--- config.mk ---
export PLATFORM = sky130hd
export DESIGN_NAME = remote_comm_nbyte
export DESIGN_NICKNAME = d
export VERILOG_FILES = /design/src/rtl/remote_comm_nbyte_pkg.sv /design/src/rtl/remote_comm_nbyte_uart.sv /design/src/rtl/remote_comm_nbyte.sv
export SDC_FILE = /design/constraint.sdc
export NUM_CORES = 1
export LEC_CHECK = 0
export BUFFER_PORTS_ARGS = -buffer_cell sky130_fd_sc_hd__buf_2
export CAP_MARGIN = 20
export CORE_ASPECT_RATIO = 0.6
export CORE_MARGIN = 2
export CORE_UTILIZATION = 60
export DETAILED_ROUTE_END_ITERATION = 16
export GPL_ROUTABILITY_DRIVEN = 0
export PLACE_DENSITY_LB_ADDON = 0.3
export SLEW_MARGIN = 10
export SYNTH_ARGS = -nofsm -noshare
export SYNTH_HDL_FRONTEND = slang
export SYNTH_SLANG_ARGS = --single-unit
export TNS_END_PERCENT = 10
--- constraint.sdc ---
create_clock -name clk -period 4.8 [get_ports clk]
set_clock_uncertainty 0.1 [all_clocks]
set_input_delay 0.24 -clock clk [delete_from_list [all_inputs] [get_ports clk]]
set_output_delay 0.24 -clock clk [all_outputs]
set_load 0.05 [all_outputs]
--- src/rtl/remote_comm_nbyte_pkg.sv ---
// Shared state encoding, default timeout and checksum helper for the remote_comm_nbyte transceiver.
package remote_comm_pkg;

  typedef enum logic [1:0] {
    IDLE    = 2'd0,
    TX_LOAD = 2'd1,
    TX_WAIT = 2'd2,
    RX_WAIT = 2'd3
  } state_t;

  localparam int DEF_TIMEOUT_CYC = 2_000_000;

  // Returns the byte that brings the 8-bit sum of the low nbytes of data to zero.
  function automatic logic [7:0] chksum8(input logic [63:0] data, input int nbytes);
    logic [7:0] sum;
    sum = 8'h00;
    for (int i = 0; i < 8; i++) begin
      if (i < nbytes) sum = sum + data[8*i +: 8];
    end
    return ~sum + 8'd1;
  endfunction

endpackage

--- src/rtl/remote_comm_nbyte_uart.sv ---
// 8N1 UART transceiver with level tx_done/rx_rdy flags; BAUD_DIV clocks per bit.
module uart #(
  parameter int BAUD_DIV = 2604
) (
  input  logic       clk,
  input  logic       rst_n,
  input  logic       RX,
  output logic       TX,
  input  logic       trmt,
  input  logic [7:0] tx_data,
  output logic       tx_done,
  input  logic       clr_rx_rdy,
  output logic       rx_rdy,
  output logic [7:0] rx_data
);

  localparam int BW = ($clog2(BAUD_DIV) > 0) ? $clog2(BAUD_DIV) : 1;
  localparam logic [BW-1:0] BAUD_MAX  = BW'(BAUD_DIV - 1);
  localparam logic [BW-1:0] BAUD_HALF = BW'(BAUD_DIV / 2);

  logic [8:0]    tx_shft;
  logic [3:0]    tx_bit_cnt;
  logic [BW-1:0] tx_baud;
  logic          tx_busy;

  // Shift register resets to all ones so the line idles high the moment reset hits.
  always_ff @(posedge clk or negedge rst_n) begin
    if (!rst_n) begin
      tx_shft    <= '1;
      tx_bit_cnt <= '0;
      tx_baud    <= '0;
      tx_busy    <= 1'b0;
      tx_done    <= 1'b0;
    end else if (trmt) begin
      tx_shft    <= {tx_data, 1'b0};
      tx_bit_cnt <= '0;
      tx_baud    <= '0;
      tx_busy    <= 1'b1;
      tx_done    <= 1'b0;
    end else if (tx_busy && tx_baud == BAUD_MAX) begin
      tx_baud    <= '0;
      tx_shft    <= {1'b1, tx_shft[8:1]};
      tx_bit_cnt <= tx_bit_cnt + 4'd1;
      if (tx_bit_cnt == 4'd9) begin
        tx_busy <= 1'b0;
        tx_done <= 1'b1;
      end
    end else if (tx_busy) begin
      tx_baud <= tx_baud + 1'b1;
    end
  end

  assign TX = tx_shft[0];

  logic          rx_ff1, rx_ff2;
  logic [8:0]    rx_shft;
  logic [3:0]    rx_bit_cnt;
  logic [BW-1:0] rx_baud;
  logic          rx_busy;

  always_ff @(posedge clk or negedge rst_n) begin
    if (!rst_n) begin
      rx_ff1 <= 1'b1;
      rx_ff2 <= 1'b1;
    end else begin
      rx_ff1 <= RX;
      rx_ff2 <= rx_ff1;
    end
  end

  // Samples mid-bit; stop-bit sample completes the byte so the line is idle on return.
  always_ff @(posedge clk or negedge rst_n) begin
    if (!rst_n) begin
      rx_shft    <= '0;
      rx_bit_cnt <= '0;
      rx_baud    <= '0;
      rx_busy    <= 1'b0;
      rx_rdy     <= 1'b0;
    end else begin
      if (clr_rx_rdy) rx_rdy <= 1'b0;
      if (!rx_busy) begin
        if (!rx_ff2) begin
          rx_busy    <= 1'b1;
          rx_baud    <= BAUD_HALF;
          rx_bit_cnt <= '0;
          rx_rdy     <= 1'b0;
        end
      end else if (rx_baud == BAUD_MAX) begin
        rx_baud <= '0;
        if (rx_bit_cnt == 4'd9) begin
          rx_busy <= 1'b0;
          rx_rdy  <= 1'b1;
        end else begin
          rx_shft    <= {rx_ff2, rx_shft[8:1]};
          rx_bit_cnt <= rx_bit_cnt + 4'd1;
        end
      end else begin
        rx_baud <= rx_baud + 1'b1;
      end
    end
  end

  assign rx_data = rx_shft[8:1];

endmodule

--- src/rtl/remote_comm_nbyte.sv ---
// Host-side command/response transceiver: sends CMD_BYTES MSB-first, collects RESP_BYTES with timeout.
// Optional checksum byte in both directions when REMOTE_COMM_CHKSUM_EN is defined.
module remote_comm_nbyte
  import remote_comm_pkg::*;
#(
  parameter int  CMD_BYTES   = 2,
  parameter int  RESP_BYTES  = 1,
  parameter int  TIMEOUT_CYC = DEF_TIMEOUT_CYC,
  parameter int  BAUD_DIV    = 2604,
  localparam int RW          = (RESP_BYTES > 0) ? 8*RESP_BYTES : 8
) (
  input  logic                   clk,
  input  logic                   rst,
  input  logic                   RX,
  output logic                   TX,
  input  logic                   send_cmd,
  input  logic [8*CMD_BYTES-1:0] cmd,
  output logic                   busy,
  output logic                   cmd_sent,
  output logic                   resp_rdy,
  output logic [RW-1:0]          resp,
  output logic                   resp_timeout
);

`ifdef REMOTE_COMM_CHKSUM_EN
  localparam int CHK = 1;
`else
  localparam int CHK = 0;
`endif

  localparam int NTX = CMD_BYTES + CHK;
  localparam int NRX = RESP_BYTES + CHK;
  localparam int TCW = (NTX > 1) ? $clog2(NTX) : 1;
  localparam int RCW = (NRX > 1) ? $clog2(NRX) : 1;
  localparam int TW  = (TIMEOUT_CYC > 1) ? $clog2(TIMEOUT_CYC) : 1;

  localparam logic [TCW-1:0] TX_LAST = TCW'(NTX - 1);
  localparam logic [RCW-1:0] RX_LAST = RCW'((NRX > 0) ? NRX - 1 : 0);
  localparam logic [TW-1:0]  T_LAST  = TW'(TIMEOUT_CYC - 1);

  state_t           state;
  logic [8*NTX-1:0] tx_shft;
  logic [TCW-1:0]   tx_cnt;
  logic [RCW-1:0]   rx_cnt;
  logic [TW-1:0]    tcnt;
  logic             trmt;
  logic             tx_done;
  logic             rx_rdy;
  logic             clr_rx_rdy;
  logic [7:0]       rx_data;
`ifdef REMOTE_COMM_CHKSUM_EN
  logic [7:0]       rx_sum;
`endif

  uart #(.BAUD_DIV(BAUD_DIV)) u_uart (
    .clk        (clk),
    .rst_n      (~rst),
    .RX         (RX),
    .TX         (TX),
    .trmt       (trmt),
    .tx_data    (tx_shft[8*NTX-1 -: 8]),
    .tx_done    (tx_done),
    .clr_rx_rdy (clr_rx_rdy),
    .rx_rdy     (rx_rdy),
    .rx_data    (rx_data)
  );

  // Every received byte is consumed immediately: used in RX_WAIT, dropped elsewhere.
  assign clr_rx_rdy = rx_rdy;

  always_ff @(posedge clk or posedge rst) begin
    if (rst) begin
      state        <= IDLE;
      tx_shft      <= '0;
      tx_cnt       <= '0;
      rx_cnt       <= '0;
      tcnt         <= '0;
      trmt         <= 1'b0;
      busy         <= 1'b0;
      cmd_sent     <= 1'b0;
      resp_rdy     <= 1'b0;
      resp_timeout <= 1'b0;
      resp         <= '0;
`ifdef REMOTE_COMM_CHKSUM_EN
      rx_sum       <= 8'h00;
`endif
    end else begin
      trmt <= 1'b0;
      case (state)
        IDLE: begin
          if (send_cmd) begin
`ifdef REMOTE_COMM_CHKSUM_EN
            tx_shft <= {cmd, chksum8(64'(cmd), CMD_BYTES)};
`else
            tx_shft <= cmd;
`endif
            tx_cnt       <= TX_LAST;
            cmd_sent     <= 1'b0;
            resp_rdy     <= 1'b0;
            resp_timeout <= 1'b0;
            busy         <= 1'b1;
            trmt         <= 1'b1;
            state        <= TX_LOAD;
          end
        end

        // trmt is registered on entry, so it is high during exactly this cycle.
        TX_LOAD: state <= TX_WAIT;

        TX_WAIT: begin
          if (tx_done) begin
            tx_shft <= tx_shft << 8;
            if (tx_cnt != '0) begin
              tx_cnt <= tx_cnt - 1'b1;
              trmt   <= 1'b1;
              state  <= TX_LOAD;
            end else begin
              cmd_sent <= 1'b1;
              tcnt     <= '0;
              rx_cnt   <= '0;
`ifdef REMOTE_COMM_CHKSUM_EN
              rx_sum   <= 8'h00;
`endif
              if (NRX == 0) begin
                busy  <= 1'b0;
                state <= IDLE;
              end else begin
                state <= RX_WAIT;
              end
            end
          end
        end

        // A final byte arriving on the timeout cycle still counts as success.
        RX_WAIT: begin
          if (rx_rdy) begin
            if (int'(rx_cnt) < RESP_BYTES) resp <= RW'({resp, rx_data});
`ifdef REMOTE_COMM_CHKSUM_EN
            rx_sum <= rx_sum + rx_data;
`endif
            if (rx_cnt != RX_LAST) rx_cnt <= rx_cnt + 1'b1;
          end
          if (rx_rdy && rx_cnt == RX_LAST) begin
`ifdef REMOTE_COMM_CHKSUM_EN
            if (rx_sum + rx_data == 8'h00) resp_rdy <= 1'b1;
            else resp_timeout <= 1'b1;
`else
            resp_rdy <= 1'b1;
`endif
            busy  <= 1'b0;
            state <= IDLE;
          end else if (tcnt == T_LAST) begin
            resp_timeout <= 1'b1;
            busy         <= 1'b0;
            state        <= IDLE;
          end else begin
            tcnt <= tcnt + 1'b1;
          end
        end

        default: state <= IDLE;
      endcase
    end
  end

endmodule

==> flow_metrics.env <==
export IMPL_post_cts_buffers=0
export IMPL_synth_flop_cell="dfrtp_1"
export IMPL_min_period_ns=2.59
export IMPL_root_buffer="clkbuf_16"
export IMPL_worstPathArrival_ns=2.78
export IMPL_status="complete, no violations"
export IMPL_ys_top_cells_by_area="dfrtp_1 48%, dfstp_2 5.7%, mux2i_1 4.1%, o21ai_0 3.9%, nand2_1 3.9%"
export IMPL_dieArea_um2=9290
export IMPL_ant_nets=0
export IMPL_netlist_area_um2=5100
export IMPL_synth_seq_cells=108
export IMPL_first_pass_iters=5
export IMPL_seq_area_um2=2720
export IMPL_setup_worst_path_class="flop to flop"
export IMPL_drc_errors=0
export IMPL_wl_per_cell_um=16.2
export IMPL_worst_slew_pin_slew_ns=1.04
export IMPL_diodes=0
export IMPL_wl_um=10300
export IMPL_clock_latency_ns=0.35
export IMPL_cp_start_kind="flop"
export IMPL_syn_to_final_growth_pct=11.6
export IMPL_hp_class="input pin to flop"
export IMPL_final_common_cell="dfrtp_1"
export IMPL_rr_worst_depth=5
export IMPL_rsz0062_at_grt="no"
export IMPL_num_rows=26
export IMPL_instances_no_fill=636
export IMPL_grt_pass1_vias=3530
export IMPL_synth_edf_count=0
export IMPL_nets=546
export IMPL_clk_pin_slew_ns=0.08
export IMPL_setup_viol=0
export IMPL_finalPower_uw=1680
export IMPL_grt_overflow=0
export IMPL_fmax_ghz=0.386
export IMPL_fin_ws_ns=2.21
export IMPL_cp_max_fo=15
export IMPL_pre_cts_ws_ns=2.24
export IMPL_clockBufferDepth=2
export IMPL_dpl_hpwl_um=6810
export IMPL_ios=33
export IMPL_vias_per_cell=6.02
export IMPL_drt_iter0_markers=369
export IMPL_cts_tree="built"
export IMPL_syn_num_nets=514
export IMPL_vias=3828
export IMPL_layout_common_cells="97 x dfrtp_1, 53 x nand2_1, 42 x nor2_1, 40 x o21ai_0, 32 x buf_2"
export IMPL_finalMaxSlewViolations=0
export IMPL_start_util_pct=60.8
export IMPL_async_reset_ff_share_pct=100
export IMPL_period_share_pct=54.0
export IMPL_fin_setup_tns_ns=0
export IMPL_ys_warn_count=0
export IMPL_drive_gt1_share_pct=17.2
export IMPL_multi_input_comb_area_um2=2240
export IMPL_post_place_cells=612
export IMPL_yosys_area_top_type="dfrtp_1"
export IMPL_holdPathStages=2
export IMPL_slew_headroom_pct=30.0
export IMPL_synthCells=487
export IMPL_cts_sinks=108
export IMPL_postCtsResizedCells=0
export IMPL_ys_types=50
export IMPL_cellPowerDensity_nw_per_um2=295
export IMPL_grt_pass1_wl_um=17200
export IMPL_crit_path_end_kind="flop"
export IMPL_n_fill_cell=632
export IMPL_p_leak_uw=0.00257
export IMPL_hold_violations=0
export IMPL_synth_top_area_share_pct=47.5
export IMPL_drv_cap=0
export IMPL_antenna_found_initial=0
export IMPL_portBuffers=32
export IMPL_die_w_um=123
export IMPL_core_area_um2=8390
export IMPL_postSynthAreaPerCell_um2=10.5
export IMPL_cp_required_ns=4.99
export IMPL_synth_seq_area_share_pct=53.2
export IMPL_grt_max_degree=72
export IMPL_grt_usage_pct=24.1
export IMPL_numCtsBuffers=9
export IMPL_vdd_drop_max_mv=0.181
export IMPL_dieHeight_um=75.5
export IMPL_cts_max_level=3
export IMPL_ctsHoldBuffers=8
==> power breakdown <==
group,switching [uW],leakage [uW],internal (uW),total [uW]
clock,359,0.000145,365,724
sequential,3.24,0.00139,915,918
combinational,24.0,0.00103,14.9,38.9
==> cell families (layout without fill, tap and decap cells) <==
group / Yosys count / in the layout / share of synthesized area (%)
DFF: 108 / 108 / 53.2
xor gates and xnor gates: 18 / 18 / 3.09
and+or+nand+nor: 180 / 180 / 18.8
buffers and inverters: 36 / 73 / 2.97
adders and majority gates: 7 / 7 / 1.72
AOI/OAI and AO/OA: 101 / 101 / 12.6
muxes: 37 / 37 / 7.65
==> stage by stage <==
stage | utilization, % | cell area (um^2) | hold WS, ns
after global routing | 67.9 | 5700 | 0.00118
after detailed placement | 63.4 | 5320 | 0.248
final | 67.9 | 5700 | 0.00640
after floorplan | - | 5100 | 0.144
after CTS | 67.9 | 5700 | 0.000601
after global placement | 63.4 | 5320 | 0.245
==> sequential cells by signal, summed over array words and instances (netlist names), 8 cells and up <==
register / cells
tx_shft: 16
u_uart.rx_baud: 12
u_uart.tx_baud: 12
u_uart.rx_shft: 8
u_uart.tx_shft: 9
resp: 8
tcnt: 21
==> critical path: stages, from the launching register on <==
cell and delay, ns:
dfrtp_1 0.41, or4b_1 0.59, nor4_4 0.80, or2_2 0.42, nor2_1 0.07, a21oi_1 0.12
==> metal layers <==
layer / vias to the layer above / GRT usage [%] / part of all wire (%)
li1: 1804 / - / -
met1: 1908 / 35.9 / 51
met2: 103 / 33.8 / 43
met3: 13 / 6.59 / 4.9
met4: 0 / 9.47 / 1.1
met5: - / 0 / 0
==> Yosys cell counts, drive strengths merged (2+ instances only) <==
cell,count
and4,5
nand2b,6
ha,7
or2,5
nand3b,2
nand4bb,3
mux2i,21
xor2,13
a31oi,10
or4b,2
o21ai,43
a41oi,4
and2,5
clkbuf,13
and3,6
dfrtp,97
a21o,6
or3,6
o211ai,2
dfstp,11
xnor2,5
nand4,10
buf,7
a21oi,16
nor4,4
nand3,21
nor2b,3
a22o,12
o31ai,2
nor3,2
inv,16
nand2,53
nor2,42
mux2,16
==> worst paths after layout <==
path / startpoint / to / slack, ns
max reg2reg: u_uart.tx_baud[7] / u_uart.tx_shft[8] / 2.21
max in group asynchronous: rst / u_uart.tx_shft[8] / 3.04
min in group asynchronous: rst / u_uart.rx_baud[6] / 0.52
min reg2reg: u_uart.rx_ff1 / u_uart.rx_ff2 / 0.26
max: u_uart.tx_baud[7] / u_uart.tx_shft[8] / 2.21
min: cmd[1] / tx_shft[1] / 0.006
==> final cells by class <==
type	instances	area share, %
repair buffers	41	4.35
well taps	112	2.46
multi-input cells	343	39.3
flip-flops and latches	108	47.7
clock buffers	9	3.95
inverters	16	1.10
clock inverters	7	1.19
Power figures use the tool's default switching activity.
